### src/rtl/panda_div_pkg.sv
// Shared types and constants for the multi-channel pulse divider.
package panda_div_pkg;

  typedef enum logic {
    StIdle  = 1'b0,
    StCount = 1'b1
  } state_e;

  localparam logic RouteN = 1'b0;
  localparam logic RouteD = 1'b1;

  localparam int unsigned DefaultCw = 32;

endpackage

### src/rtl/panda_div_chan.sv
// One divider channel: edge detect, first-pulse FSM, pulse counter and routed outputs.
module panda_div_chan
  import panda_div_pkg::*;
#(
  parameter int unsigned Cw = DefaultCw
) (
  input  logic          clk_i,
  input  logic          rst_ni,
  input  logic          inp_i,
  input  logic          enable_i,
  input  logic [Cw-1:0] divisor_i,
  input  logic          first_pulse_i,
  input  logic          force_rst_i,
  output logic          outd_o,
  output logic          outn_o,
  output logic          tc_o,
  output logic [Cw-1:0] count_o
);

  state_e        state_q, state_d;
  logic [Cw-1:0] count_q, count_d;
  logic          route_q, route_d;
  logic          mute_q, mute_d;
  logic          inp_q;
  logic          outd_d, outn_d, tc_d;
  logic          rise;
  logic [Cw-1:0] div_eff, div_m1;

  assign div_eff = (divisor_i == '0) ? Cw'(1) : divisor_i;
  assign div_m1  = div_eff - Cw'(1);
  // inp_q tracks the input even while disabled, so re-enabling mid-level makes no edge.
  assign rise    = inp_i & ~inp_q;

  always_comb begin
    state_d = state_q;
    count_d = count_q;
    route_d = route_q;
    mute_d  = mute_q;
    tc_d    = 1'b0;
    if (!enable_i || force_rst_i) begin
      // Muting suppresses any high level already in progress until a fresh edge.
      state_d = StIdle;
      count_d = '0;
      mute_d  = 1'b1;
    end else if (rise) begin
      mute_d  = 1'b0;
      state_d = StCount;
      if (state_q == StIdle) begin
        if (first_pulse_i || (div_eff == Cw'(1))) begin
          route_d = RouteD;
          count_d = '0;
        end else begin
          route_d = RouteN;
          count_d = Cw'(1);
        end
      end else if (count_q >= div_m1) begin
        // >= lets a divisor lowered mid-count take effect on the next pulse.
        route_d = RouteD;
        count_d = '0;
      end else begin
        route_d = RouteN;
        count_d = count_q + Cw'(1);
      end
      tc_d = (route_d == RouteD);
    end
    outd_d = inp_i & route_d & ~mute_d;
    outn_d = inp_i & ~route_d & ~mute_d;
  end

  always_ff @(posedge clk_i or negedge rst_ni) begin
    if (!rst_ni) begin
      state_q <= StIdle;
      count_q <= '0;
      route_q <= RouteN;
      mute_q  <= 1'b0;
      inp_q   <= 1'b0;
      outd_o  <= 1'b0;
      outn_o  <= 1'b0;
      tc_o    <= 1'b0;
    end else begin
      state_q <= state_d;
      count_q <= count_d;
      route_q <= route_d;
      mute_q  <= mute_d;
      inp_q   <= inp_i;
      outd_o  <= outd_d;
      outn_o  <= outn_d;
      tc_o    <= tc_d;
    end
  end

  assign count_o = count_q;

endmodule

### src/rtl/panda_div_multi.sv
// Multi-channel pulse divider: slices the flat configuration buses across independent channels.
module panda_div_multi
  import panda_div_pkg::*;
#(
  parameter int unsigned NCHAN = 4,
  parameter int unsigned CW    = DefaultCw
) (
  input  logic                clk_i,
  input  logic                rst_n_i,
  input  logic [NCHAN-1:0]    inp_i,
  input  logic [NCHAN-1:0]    enable_i,
  input  logic [NCHAN*CW-1:0] DIVISOR,
  input  logic [NCHAN-1:0]    FIRST_PULSE,
  input  logic [NCHAN-1:0]    FORCE_RST,
  output logic [NCHAN-1:0]    outd_o,
  output logic [NCHAN-1:0]    outn_o,
  output logic [NCHAN-1:0]    tc_o,
  output logic [NCHAN*CW-1:0] COUNT
);

  for (genvar k = 0; k < NCHAN; k++) begin : g_chan
    panda_div_chan #(
      .Cw(CW)
    ) u_chan (
      .clk_i        (clk_i),
      .rst_ni       (rst_n_i),
      .inp_i        (inp_i[k]),
      .enable_i     (enable_i[k]),
      .divisor_i    (DIVISOR[k*CW +: CW]),
      .first_pulse_i(FIRST_PULSE[k]),
      .force_rst_i  (FORCE_RST[k]),
      .outd_o       (outd_o[k]),
      .outn_o       (outn_o[k]),
      .tc_o         (tc_o[k]),
      .count_o      (COUNT[k*CW +: CW])
    );
  end

endmodule

### config.mk
export PLATFORM = sky130hd
export DESIGN_NAME = panda_div_multi
export DESIGN_NICKNAME = d
export VERILOG_FILES = /design/src/rtl/panda_div_pkg.sv /design/src/rtl/panda_div_chan.sv /design/src/rtl/panda_div_multi.sv
export SDC_FILE = /design/constraint.sdc
export NUM_CORES = 1
export LEC_CHECK = 0
export ABC_AREA = 1
export BUFFER_PORTS_ARGS = -buffer_cell sky130_fd_sc_hd__buf_4
export CAP_MARGIN = 10
export CORE_UTILIZATION = 25
export DETAILED_ROUTE_END_ITERATION = 12
export SLEW_MARGIN = 20
export SYNTH_ARGS = -nofsm -noshare
export SYNTH_HDL_FRONTEND = slang
export SYNTH_HIERARCHICAL = 1
export SYNTH_SLANG_ARGS = --single-unit
### constraint.sdc
create_clock -name clk_i -period 5.1 [get_ports clk_i]
set_input_delay 0.255 -clock clk_i [delete_from_list [all_inputs] [get_ports clk_i]]
set_output_delay 0.255 -clock clk_i [all_outputs]
set_load 0.05 [all_outputs]
# Word-level counts from Yosys, hierarchy flattened
# Cells that the tools add are included.
# W data, S select, Z words.
# totals
regBits	156
latchBits	0
mem_bits_rw	0
romBits	0
inputBits	146
wordCells	168
memories	0
# op_classes
add_sub_neg	8
multipliers	0
n_div	0
n_lt_le_gt_ge	4
n_eq_ne	4
n_shift	0
n_mux	68
bitwise	32
n_reduce_logical	20
# ops
cell	count
$mux W32	20
$add A32 B1 Y32 const B	4
$eq A32 B1 Y1 const B	4
$ge A32 B32 Y1	4
$logic_not A32 Y1	4
$sub A32 B1 Y32 const B	4
$mux W1	48
$and A1 B1 Y1	20
$not A1 Y1	12
$logic_or A1 B1 Y1	8
$reduce_bool A2 Y1	4
$logic_not A1 Y1	4

# Depth between registers and ports, before layout
# logic_depth
word_depth	11
ltp_mapped	31
depth_no_buf	31

# Cells and area by module
# Netlist, hierarchy kept.
# by_module_without_submodules
mod	n_inst	cells_per_inst	area_each_um2	seq_area_each_um2
panda_div_chan at g_chan[1].u_chan ...	2	537	3881.2	975.9
panda_div_chan at g_chan[3].u_chan	1	551	3878.7	975.9
panda_div_chan at g_chan[0].u_chan	1	533	3808.7	975.9

# Worst setup path after synthesis
# No wires, ideal clock.
# synth_path
kind	input -> register
from	input port DIVISOR[111]
to	register g_chan[3].u_chan.count_q[2]
arrival_ns	3.228
setup_slack_ns	1.750
path_stages	27
n_path_buf	2
path_cell_list	inv_1 > nand2_1 > nor3_1 > nand2_1 > nand3b_1 > nand2_2 > inv_2 > ha_1 > inv_1 > nor3_4 > nand2_2 > inv_2 > nand3_1 > nor2_1 > xor2_1 > inv_1 > ha_1 > nand2_1 > nor2_1 > nand4_1 > nor3_2 > nand2_1 > and3_4 > nand2_1 > buf_4 > buf_6 > o21ai_2
# synth_between
elab_chain_cells	8
# synth_rtl
element	line_no	rtl
start, declared	panda_div_multi.sv:12	input logic [NCHAN*CW-1:0] DIVISOR,
$logic_not A32 Y1	panda_div_chan.sv:29	assign div_eff = (divisor_i == '0) ? Cw'(1) : divisor_i;
$mux W32 (*)	panda_div_chan.sv:29	
$sub A32 B1 Y32 (*)	panda_div_chan.sv:30	assign div_m1 = div_eff - Cw'(1);
$ge A32 B32 Y1 (*)	panda_div_chan.sv:56	end else if (count_q >= div_m1) begin
$mux W32 (*)	panda_div_chan.sv:56	
$mux W32 (*)	panda_div_chan.sv:48	if (state_q == StIdle) begin
$mux W32 (*)	panda_div_chan.sv:45	end else if (rise) begin
$mux W32 (*)	panda_div_chan.sv:40	if (!enable_i || force_rst_i) begin
end signal, assigned	panda_div_chan.sv:82	count_q <= count_d;
end, declared	panda_div_chan.sv:21	logic [Cw-1:0] count_q, count_d;
# Every way passes the cells marked *; elsewhere a longest branch is shown, timed or not. The select of a mux whose other input is x is not followed.
# A chain may end at the register's enable or synchronous reset.

# Final worst setup path
# layout_path
from	input port DIVISOR[55]
to	register g_chan[1].u_chan.count_q[16]
# layout_between
elab_chain_cells	8
# layout_rtl
element	line_no
$logic_not A32 Y1	panda_div_chan.sv:29
$mux W32 (*)	panda_div_chan.sv:29
$sub A32 B1 Y32 (*)	panda_div_chan.sv:30
$ge A32 B32 Y1 (*)	panda_div_chan.sv:56
$mux W32 (*)	panda_div_chan.sv:56
$mux W32 (*)	panda_div_chan.sv:48
$mux W32 (*)	panda_div_chan.sv:45
$mux W32 (*)	panda_div_chan.sv:40
end signal, assigned	panda_div_chan.sv:82
end, declared	panda_div_chan.sv:21
# Marks and branches as above.

==> reports/qor.csv <==
stage,metric,value,unit
power,power_frac_comb,15.9,%
die,core_region_area,0.0607,mm^2
placement,hpwl,39800,um
global_route,track_usage,15.6,%
critical_path,crit-reg2reg-launch,g_chan[1].u_chan/count_o[23],
power,swShare,28.7,%
die,rows,90,
power,cellInternalPower,2170,uW
routing,routed_wl,48800,um
layout,seqCellArea,0.00390,mm^2
power,power.density,160,mW/mm^2
sta,rsz0062_at_grt,no,
sta,fmax,0.264,GHz
die,start_util,25.5,%
yosys,avgSynthCellArea,7.16,um^2
critical_path,startpoint,DIVISOR[55],
power,p_seq_share,41.4,%
yosys,synth_edf_count,0,
die,die-area,0.0628,mm^2
yosys,yosysSeqAreaShare,25.3,%
critical_path,crit_type,in2reg,
global_route,antenna_found_initial,0,
clock_tree,cts_tree,built,
routing,ant_nets,0,
hold_path,min_from,FIRST_PULSE[2],
routing,post_drt_wl_per_cell,15.0,um
layout,antennaDiodeCount,0,
sta,setup_tns,0,ns
sta,hold_viol,0,
global_route,grt_remaining_overflow,0,
sta,max_slew_margin,45.8,%
placement,gp_congestion,0.945,
yosys,syn-cell-area,0.0154,mm^2
yosys,ys_warn_count,6,
power,p_clk_share,42.6,%
die,die_w,251,um
die,die_h,251,um
layout,syn_to_final_growth,23.8,%
critical_path,reg2reg_depth,10,
sta,skew,0.0129,ns
power,vdd_drop_max,0.000236,V
clock_tree,cts_made_buffers,17,
clock_tree,cts_root_buf,clkbuf_16,
routing,remaining_drc_errors,0,
critical_path,reg2reg_slack,2.51,ns
hold_path,hold_depth,4,
routing,initialDrtViolationCount,956,
routing,vias_per_cell,4.61,
die,boundaryPins,286,
layout,fill_cells,6539,
critical_path,cp_max_fo,29,
sta,holdWs,0.0852,ns
sta,finalSetupViolCount,0,
power,leakagePower,0.00861,uW
placement,placed_area,0.0185,mm^2
placement,portBuffers,285,
yosys,synth_top_area_cell,dfrtp_1,
global_route,grt_start_max_net_pins,71,
clock_tree,clock_latency,0.48,ns
sta,slew_viol_final,0,
layout,final_area,0.0191,mm^2
sta,worst_slew_pin_slew,0.812,ns
clock_tree,cts.htree.levels,4,
clock_tree,cts.repair.resized,0,
status,status,finished clean,
critical_path,startpoint_type,input pin,
yosys,synthFlopType,dfrtp_1,
yosys,ys_ff_latch,156,
layout,drive_gt1_share,20.7,%
critical_path,critPathCaptureType,flop,
layout,nets,2736,
hold_path,hold_path.class,in2reg,
global_route,grt_pass1_vias,14064,
sta,post-route-min-period,3.79,ns
yosys,synth.top_cell.area_share,25.3,%
sta,period_share,74.3,%
critical_path,crit_required,5.43,ns
yosys,yosys-top-cells-area,"dfrtp_1, nand2_1, ha_1",
routing,num_vias,14952,
clock_tree,clk_pin_slew,0.07,ns
clock_tree,cts_hold_buf,5,
routing,drtPass1Iterations,5,
layout,multi_input_area,0.0103,mm^2
critical_path,crit_arrival,4.11,ns
global_route,grt_pass1_wl,77600,um
clock_tree,cts_buffer_depth,2,
yosys,synth_nets,2444,
yosys,synthDistinctLibCells,43,
clock_tree,cts_sinks,156,
power,p_switching,876,uW
yosys,synth-async-reset-ratio,100,%
flow_run,max_cap_violations,0,
yosys,netlist_instances,2158,
clock_tree,post-cts-setup-buffers,0,
## power by group through the flow
stage	registers, uW	clock network, uW	logic (uW)
after global routing	1260	1400	547
final	1260	1300	486
after global placement	1290	0	484
after CTS	1260	1360	491
after floorplan	1310	0	236
after detailed placement	1290	0	485
## logic make-up (layout without fill, tap and decap cells)
group | after synthesis | after routing | share of synthesized area [%]
buf+inv | 314 | 619 | 7.93
fa+ha+maj | 140 | 140 | 11.3
flops | 156 | 156 | 25.3
compound gates | 236 | 236 | 9.49
simple gates | 1098 | 1098 | 33.8
xor+xnor | 214 | 214 | 12.1
## synthesized netlist by cell type, types with 9 or more instances
cell	instances
nand2_2	16
o22ai_2	20
nor2_4	12
nor3_1	45
buf_2	10
inv_2	30
nand2_1	472
xor2_1	164
dfrtp_1	156
nand3_2	14
nor4_1	28
o22ai_1	30
or2_1	9
o21ai_1	37
nor2_1	281
xnor2_1	50
nor3_2	19
o21ai_2	18
nand4_1	60
inv_1	260
nor2_2	28
nand3_1	76
ha_1	140
o21ai_0	56
a21oi_1	63
## layout by cell type (no fill, tap or decap), types with 12 or more instances in the layout
cell type	count
xor2_1	164
nand4_1	60
inv_2	30
nor3_2	19
xnor2_1	50
nor4_1	28
o22ai_1	30
a21oi_1	63
dfrtp_1	156
nor2_4	12
nor2_2	28
nand2_1	472
o21ai_0	56
clkbuf_16	17
o21ai_2	18
nand3_1	76
o21ai_1	37
nor2_1	281
buf_4	291
inv_1	260
o22ai_2	20
ha_1	140
nand2_2	16
nor3_1	45
nand3_2	14
## flip-flops by register name, summed over array words and instances, names as in the netlist
register               flops
g_chan.u_chan/count_o    128
g_chan.u_chan/inp_q        4
g_chan.u_chan/mute_q       4
g_chan.u_chan/outd_o       4
g_chan.u_chan/outn_o       4
g_chan.u_chan/route_q      4
g_chan.u_chan/state_q      4
g_chan.u_chan/tc_o         4
## critical path, stage by stage
cell and delay, ns:
buf_4 0.09, inv_1 0.04, nand2_1 0.13, nor3_2 0.07, nand2_1 0.14, nand3b_4 0.16
nand2_4 0.07, inv_2 0.10, ha_1 0.24, nand2_2 0.12, nor3_4 0.25, nand4_2 0.18
nor2_2 0.17, nand3_1 0.11, xor2_1 0.16, ha_1 0.27, nand2_1 0.06, nor2_1 0.12
inv_1 0.08, nor3_2 0.32, nand3_1 0.11, nand3_1 0.13, nor2_1 0.08, inv_2 0.46
o21ai_0 0.17
## metrics by stage
stage                     utilization (%)  std cells  power, uW  setup slack (ns)
final                                31.5       3245       3050              1.31
after global routing                 31.5       3245       3210             0.885
after CTS                            31.5       3245       3110              1.33
after detailed placement             30.5       3208       1770             0.812
after global placement               30.5       3208       1770             0.843
after floorplan                         -       2158       1540              1.75
## cell type report
type                    instances  area share [%]
repair buffers                297            11.7
well taps                     782            5.12
clock inverters                13           0.726
multi-input cells            1688            54.0
clock buffers                  19            2.32
inverters                     290            5.69
flip-flops and latches        156            20.4
## per-layer routing
layer	track usage [%]	part of all wire, %
met5	0	0
met4	4.61	1.6
met3	4.09	7.9
met2	23.6	43
met1	21.4	47
## worst paths after layout
path,to
max in group asynchronous,g_chan[0].u_chan/count_o[11]
worst max register to register,g_chan[1].u_chan/count_o[16]
worst min-delay path,g_chan[2].u_chan/count_o[0]
min in group asynchronous,g_chan[1].u_chan/outd_o
worst max-delay path,g_chan[1].u_chan/count_o[16]
worst min register to register,g_chan[0].u_chan/mute_q
Power figures use the tool's default switching activity.
